## config.mk

```make
export PLATFORM = sky130hd
export DESIGN_NAME = pdm_tone_gen
export DESIGN_NICKNAME = d
export VERILOG_FILES = /design/src/rtl/pdm_tone_gen.sv
export SDC_FILE = /design/constraint.sdc
export NUM_CORES = 1
export LEC_CHECK = 0
export CORE_MARGIN = 10
export CORE_UTILIZATION = 50
export CTS_BUF_LIST = sky130_fd_sc_hd__clkbuf_16
export CTS_CLUSTER_DIAMETER = 100
export DETAILED_ROUTE_END_ITERATION = 8
export PLACE_DENSITY = 0.72
export SLEW_MARGIN = 25
export SYNTH_ARGS = -nofsm -noshare
export SYNTH_HDL_FRONTEND = slang
export SYNTH_SLANG_ARGS = --single-unit
```

## constraint.sdc

```tcl
create_clock -name clk -period 9.5 [get_ports clk]
set_clock_uncertainty 0.05 [all_clocks]
set_input_delay 0.95 -clock clk [delete_from_list [all_inputs] [get_ports clk]]
set_output_delay 0.95 -clock clk [all_outputs]
set_load 0.1 [all_outputs]
```

## src/rtl/pdm_tone_gen.sv

```systemverilog
// pdm_tone_gen: multi-channel NCO tone synthesiser mixed into a 1st-order delta-sigma PDM bitstream
module pdm_tone_gen #(
    parameter int CLK_DIV = 6,
    parameter int WIDTH = 13,
    parameter int PHASE_W = 16,
    parameter int CHANNELS = 2,
    localparam int CW = CHANNELS > 1 ? $clog2(CHANNELS) : 1
) (
    input  logic               clk,
    input  logic               rst,
    input  logic               cfg_we,
    input  logic [CW-1:0]      cfg_ch,
    input  logic [PHASE_W-1:0] cfg_inc,
    input  logic [1:0]         cfg_wave,
    input  logic [3:0]         cfg_vol,
    output logic               cfg_ready,
    output logic               ce_out,
    output logic               pdm_out
);
    localparam int LC = $clog2(CHANNELS);
    localparam int DW = CLK_DIV > 1 ? $clog2(CLK_DIV) : 1;
    logic [DW-1:0] cnt;
    logic ce;
    logic [PHASE_W-1:0] phase [CHANNELS];
    logic [PHASE_W-1:0] inc [CHANNELS];
    logic [PHASE_W-1:0] sh_inc [CHANNELS];
    logic [PHASE_W:0] step [CHANNELS];
    logic [1:0] wave [CHANNELS];
    logic [1:0] sh_wave [CHANNELS];
    logic [3:0] vol [CHANNELS];
    logic [3:0] sh_vol [CHANNELS];
    logic [CHANNELS-1:0] pending;
    logic [WIDTH-1:0] smp [CHANNELS];
    logic [WIDTH-1:0] vsmp [CHANNELS];
    logic [WIDTH-1:0] mix;
    logic [WIDTH+LC-1:0] sum;
    logic [WIDTH:0] acc;
    logic [WIDTH:0] acc_nxt;

    assign ce_out = ce;
    assign cfg_ready = !pending[cfg_ch];
    assign acc_nxt = {1'b0, acc[WIDTH-1:0]} + {1'b0, mix};

    for (genvar g = 0; g < CHANNELS; g++) begin : g_ch
        logic [WIDTH-1:0] p;
        logic [WIDTH+3:0] prod;
        assign p = phase[g][PHASE_W-1 -: WIDTH];
        assign smp[g] = wave[g] == 2'd0 ? p :
                        wave[g] == 2'd1 ? {WIDTH{p[WIDTH-1]}} :
                        wave[g] == 2'd2 ? (p[WIDTH-1] ? ~{p[WIDTH-2:0], 1'b0} : {p[WIDTH-2:0], 1'b0}) :
                        '0;
        assign prod = smp[g] * vol[g];
        assign vsmp[g] = prod[WIDTH+3:4];
        assign step[g] = {1'b0, phase[g]} + {1'b0, inc[g]};
    end

    always_comb begin
        sum = '0;
        for (int i = 0; i < CHANNELS; i++) sum = sum + (WIDTH+LC)'(vsmp[i]);
    end

    always_ff @(posedge clk) begin
        if (rst) begin
            cnt <= '0;
            ce <= 1'b0;
            pending <= '0;
            mix <= '0;
            acc <= '0;
            pdm_out <= 1'b0;
            for (int i = 0; i < CHANNELS; i++) begin
                phase[i] <= '0;
                inc[i] <= '0;
                wave[i] <= 2'd3;
                vol[i] <= '0;
                sh_inc[i] <= '0;
                sh_wave[i] <= '0;
                sh_vol[i] <= '0;
            end
        end else begin
            ce <= cnt == DW'(CLK_DIV - 1);
            cnt <= cnt == DW'(CLK_DIV - 1) ? '0 : cnt + 1'b1;
            if (ce) begin
                mix <= WIDTH'(sum >> LC);
                acc <= acc_nxt;
                pdm_out <= acc_nxt[WIDTH];
                // shadow settings land only at a phase wrap (or while stopped) so the waveform never jumps
                for (int i = 0; i < CHANNELS; i++) begin
                    phase[i] <= step[i][PHASE_W-1:0];
                    if (pending[i] && (step[i][PHASE_W] || inc[i] == '0)) begin
                        inc[i] <= sh_inc[i];
                        wave[i] <= sh_wave[i];
                        vol[i] <= sh_vol[i];
                        pending[i] <= 1'b0;
                    end
                end
            end
            if (cfg_we && cfg_ready) begin
                sh_inc[cfg_ch] <= cfg_inc;
                sh_wave[cfg_ch] <= cfg_wave;
                sh_vol[cfg_ch] <= cfg_vol;
                pending[cfg_ch] <= 1'b1;
            end
        end
    end
endmodule

```

# --- Word level (Yosys, flattened, before mapping) ---
# Memories as Yosys holds them, arrays and structs flattened.
# Cells that the tools add are included.
classes:
  addsub: 5
  mul: 2
  n_lt_le_gt_ge: 2
  n_eq_ne: 5
  n_mux: 50
  n_bitwise: 11
  n_reduce_logical: 15
ops:
  columns: ["cell", "n"]
  rows:
  - ["two-way mux 13 bit", 8]
  - ["two-way mux 16 bit", 5]
  - ["adder 16 x 16 -> 17 bit", 2]
  - ["multiplier 13 x 4 -> 17 bit", 2]
  - ["zero test 16 bit", 2]
  - ["adder 13 x 13 -> 14 bit", 2]
  - ["two-way mux 1 bit", 27]
  - ["NOT 13 bit", 2]
  - ["OR reduction 16 bit", 1]
  - ["two-way mux 2 bit", 6]
  - ["two-way mux 4 bit", 3]
  - ["OR 1 bit", 8]
  - ["== test 2 x 1 -> 1 bit (second input constant)", 2]
  - ["== test 2 bit (second input constant)", 2]
  - ["logical AND 1 bit", 4]
  - ["zero test 2 bit", 2]
  - ["OR reduction 2 bit", 2]
  - ["OR reduction 4 bit", 1]
  - ["adder 3 x 1 -> 3 bit (second input constant)", 1]
  - ["== test 3 bit (second input constant)", 1]
  - ["logical OR 1 bit", 2]
  - ["< comparator 1 x 2 -> 1 bit (second input constant)", 1]
  - ["OR 2 bit", 1]
  - ["demux 1 bit (select 1 bit)", 1]
  - ["2 further kinds", 2]
word_totals:
  register_bits: 33
  ramBits: 120
  elab_cells: 103
  memories: 7
mem_list:
  columns: ["memory", "depth", "word_bits", "read_ports", "rd_ports_with_merged_regs", "write_ports", "line", "text"]
  rows:
  - ["inc", 2, 16, 2, 0, 2, "25", "logic [PHASE_W-1:0] inc [CHANNELS];"]
  - ["phase", 2, 16, 2, 0, 2, "24", "logic [PHASE_W-1:0] phase [CHANNELS];"]
  - ["sh_inc", 2, 16, 2, 0, 2, "26", "logic [PHASE_W-1:0] sh_inc [CHANNELS];"]
  - ["sh_vol", 2, 4, 2, 0, 2, "31", "logic [3:0] sh_vol [CHANNELS];"]
  - ["vol", 2, 4, 2, 0, 2, "30", "logic [3:0] vol [CHANNELS];"]
  - ["sh_wave", 2, 2, 2, 0, 2, "29", "logic [1:0] sh_wave [CHANNELS];"]
  - ["1 more memories", null, null, null, null, null, null, null]

# --- Logic depth before layout (Yosys ltp) ---
depth:
  word_depth: 9
  mapped_depth: 29
  mapped_depth_nobuf: 28

# --- Worst setup path after synthesis ---
# No wires, ideal clock.
synth_path:
  kind: "register to register"
  startpoint: "memory wave[0][1]"
  endpoint: "register mix[11]"
  arrival_ns: 5.720
  slack_ns: 3.669
  path_stages_with_launch: 29
  path_buffers: 2
  period_less_slack_ns: 5.831
  path_cell_list: "edfxtp_1 buf_2 buf_1 nand2_1 nor2_1 o21ai_0 o21ai_0 and2_1 fa_1 inv_1 fa_1 inv_1 ha_1 inv_1 o41ai_2 or2_2 xor2_1 inv_1 fa_1 nor2b_1 o21ai_0 a21boi_0 o21ai_0 a21boi_0 o21ai_0 nand2b_1 a311oi_1 or4_1 nand3_1"
synth_rtl:
  columns: ["item", "line", "text"]
  rows:
  - ["start: declaration", "28", "logic [1:0] wave [CHANNELS];"]
  - ["end signal: assignment", "83", "mix <= WIDTH'(sum >> LC);"]
  - ["end: declaration", "35", "logic [WIDTH-1:0] mix;"]

==> run metrics <==
PostCTS Resize Cnt=0; IO Count=29; GRT overflow=0; Fin Setup TNS=0 ns; total power=~1600 uW; FF+latch count, synth=153; Syn. warnings=0; syn_area_per_cell=9.65 um2; Slew Limit Fails=0; WHS Endpoint=cnt[0]; initial drt markers=slightly below 600; CTS tree=done; largest net degree at the start of global routing=33; die height=172 um; Worst Tran Pin Value=0.988 ns; R2R cell count=24; first-pass GRT wire length=39.9 mm; pwr dens=roughly 130 mW/mm2; Rel. slew slack=0.339; total wire length after detailed routing=23.3 mm; R2R Path Start=wave[0][1]; post-synthesis net count=1368; Tmin final=about 6.6 ns; gp weighted congestion=0.871; Clock Tree Root=clkbuf_16; CTS max path bufs=2; Critical Path End Type=flip-flop; IO buf count=28; Placed Instance Area=0.0121 mm2; f_max=152 MHz; drt first pass iters=5; DR vias/cell=5.39; initial core utilization=0.510; initial antenna violation count=0; core area=0.0227 mm2; hpwl dp=17.7 mm; R2R setup slack=slightly below 3 ns; Clock Latency Late Sink=0.44 ns; worst hold path class=flip-flop to flip-flop; Via Count=around 8100; hold buffer count at cts=0; Final #Nets=1383; drc violations=0; design area=0.0128 mm2; CTS H-tree lvls=4; status=finished, final reports clean; global-route usage over all layers=0.167; critical path type=flip-flop to flip-flop; Tcrit/Tclk final=0.692; hold slack=just over 0.4 ns; EDFF count, synth=120; Post-Syn Area=0.0116 mm2; die area=0.0296 mm2; Antenna Violating Nets Remaining=0; CP required=9.82 ns; Fin. Hold Viols=0; Distinct cells, synth=65; fraction of registers with async set/reset=0; area leader, netlist=edfxtp_1; area grow syn2layout=10.2%; Seq/Total Area, Yosys=0.368; synth top area cells=edfxtp_1 (31%), ha_1 (10%), fa_1 (8.0%); LEAKAGE=0.00558 uW; Max VDD drop=0.128 mV; standard-cell row count=55; CTS Sinks=roughly 150; Chip Width=172 um; commonest non-fill, non-tap cell in the layout=inv_1; min-delay src=cnt[0]; post-CTS setup buffer count=0; Startpoint Class=flip-flop; commonest cells after routing, fill and taps aside=inv_1 (125), edfxtp_1 (120), and2_1 (112); Arr. time, crit path=6.90 ns; Top FF cell, synth=edfxtp_1; final setup fails=0; n_diodes=0; RSZ-0062 raised after global routing=false; drt wl/cell=between 15 and 20 um; Reg-to-Reg End=mix[11]; share of the synthesized area in the top cell type=0.311; Mapped Cells=1199; worst-path maximum fanout=20; Layout Utilization=0.562; layout cell share with drive strength beyond 1=0.0587; number of global-route vias before repair=8236; CTS Buf Count=17; hold-critical path depth=1; maxcap violations=0; clock slew at reported path FFs=~0.08 ns
[sequential cells by signal (all words and copies together), names as in the netlist]
| register | cells |
|---|---|
| vol | 8 |
| cnt | 3 |
| sh_inc | 32 |
| mix | 13 |
| pending | 2 |
| pdm_out | 1 |
| wave | 4 |
| ce_out | 1 |
| sh_vol | 8 |
| phase | 32 |
| sh_wave | 4 |
| inc | 32 |
| acc | 13 |
[worst max path at each step]
stage                     slack [ns]       start  depth (start not counted)      end
after floorplan                 3.67  wave[0][1]                         28  mix[11]
after global placement          3.16  wave[0][1]                         24  mix[11]
after detailed placement        2.99  wave[0][3]                         24  mix[11]
after CTS                       2.95  wave[0][1]                         24  mix[11]
after global routing            2.24  wave[0][1]                         24  mix[11]
final                           2.92  wave[0][1]                         24  mix[11]
[per-stage QoR]
step	instances	setup WS, ns
CTS	1512	2.95
floorplan	1199	3.67
global route	1512	2.24
detailed placement	1480	2.99
finish	1512	2.92
global placement	1480	3.16
[where the power goes]
part	internal, uW	leakage (uW)	switching [uW]
clock	382	0.000299	347
combinational	44.6	0.00378	56.9
sequential	747	0.00150	18.3
[logic make-up (layout without fill, tap and decap cells)]
group | count (synthesis) | after routing | synth area share
AND/OR/NAND/NOR | 391 | 391 | 0.180
AO/OA/AOI/OAI | 281 | 281 | 0.164
buffers and inverters | 168 | 196 | 0.0553
flip-flops | 153 | 153 | 0.368
adder cells (fa/ha/maj) | 143 | 143 | 0.184
XOR/XNOR | 58 | 58 | 0.0439
multiplexers | 5 | 5 | 0.00432
[synth_stat cells (4+ instances only)]
| master | number |
|---|---|
| a211oi_1 | 6 |
| a21boi_0 | 43 |
| a21o_1 | 28 |
| a21oi_1 | 63 |
| a21oi_2 | 4 |
| a31oi_1 | 4 |
| and2_1 | 112 |
| buf_1 | 4 |
| clkbuf_1 | 34 |
| dfxtp_1 | 33 |
| edfxtp_1 | 120 |
| fa_1 | 46 |
| ha_1 | 97 |
| inv_1 | 125 |
| mux2i_1 | 5 |
| nand2_1 | 74 |
| nand2b_1 | 11 |
| nand3_1 | 14 |
| nor2_1 | 87 |
| nor2b_1 | 35 |
| nor3_1 | 14 |
| nor4_1 | 8 |
| o21a_1 | 6 |
| o21ai_0 | 74 |
| o21ai_1 | 4 |
| o21bai_1 | 9 |
| o31ai_1 | 7 |
| o41ai_2 | 4 |
| or2_2 | 7 |
| or3_1 | 4 |
| or4_1 | 4 |
| xnor2_1 | 30 |
| xor2_1 | 28 |
[critical path: stages, from the launching register on]
cell	delay, ns
edfxtp_1	0.70
nor2b_1	0.62
a21oi_1	0.14
o21ai_0	0.29
nand2_1	0.13
fa_1	0.47
fa_1	0.51
inv_1	0.04
ha_1	0.34
inv_1	0.07
o41ai_2	0.39
or2_2	0.18
xor2_1	0.19
inv_1	0.09
fa_1	0.44
nor2b_1	0.15
o21ai_0	0.11
a21boi_0	0.25
o21ai_0	0.14
a21boi_0	0.27
o21ai_0	0.12
nand2b_1	0.13
a311oi_1	0.11
or4_1	0.51
nand3_1	0.07
[cell type report]
cell class / instances / area, um2
Sequential cell: 153 / 4260
Multi-Input combinational cell: 878 / 6690
Fill cell: 1934 / 9950
Timing Repair Buffer: 38 / 355
Tap cell: 285 / 357
Inverter: 126 / 473
Clock buffer: 17 / 425
Clock inverter: 15 / 194
[layer usage]
layer,vias up,wire length (um),part of all wire,track usage
met4,0,365,0.016,0.0472
met1,3823,10700,0.46,0.207
met2,126,11500,0.49,0.290
met5,-,0,0,0
met3,26,770,0.033,0.0301
li1,4170,-,-,-
(Power assumes the default switching activity.)
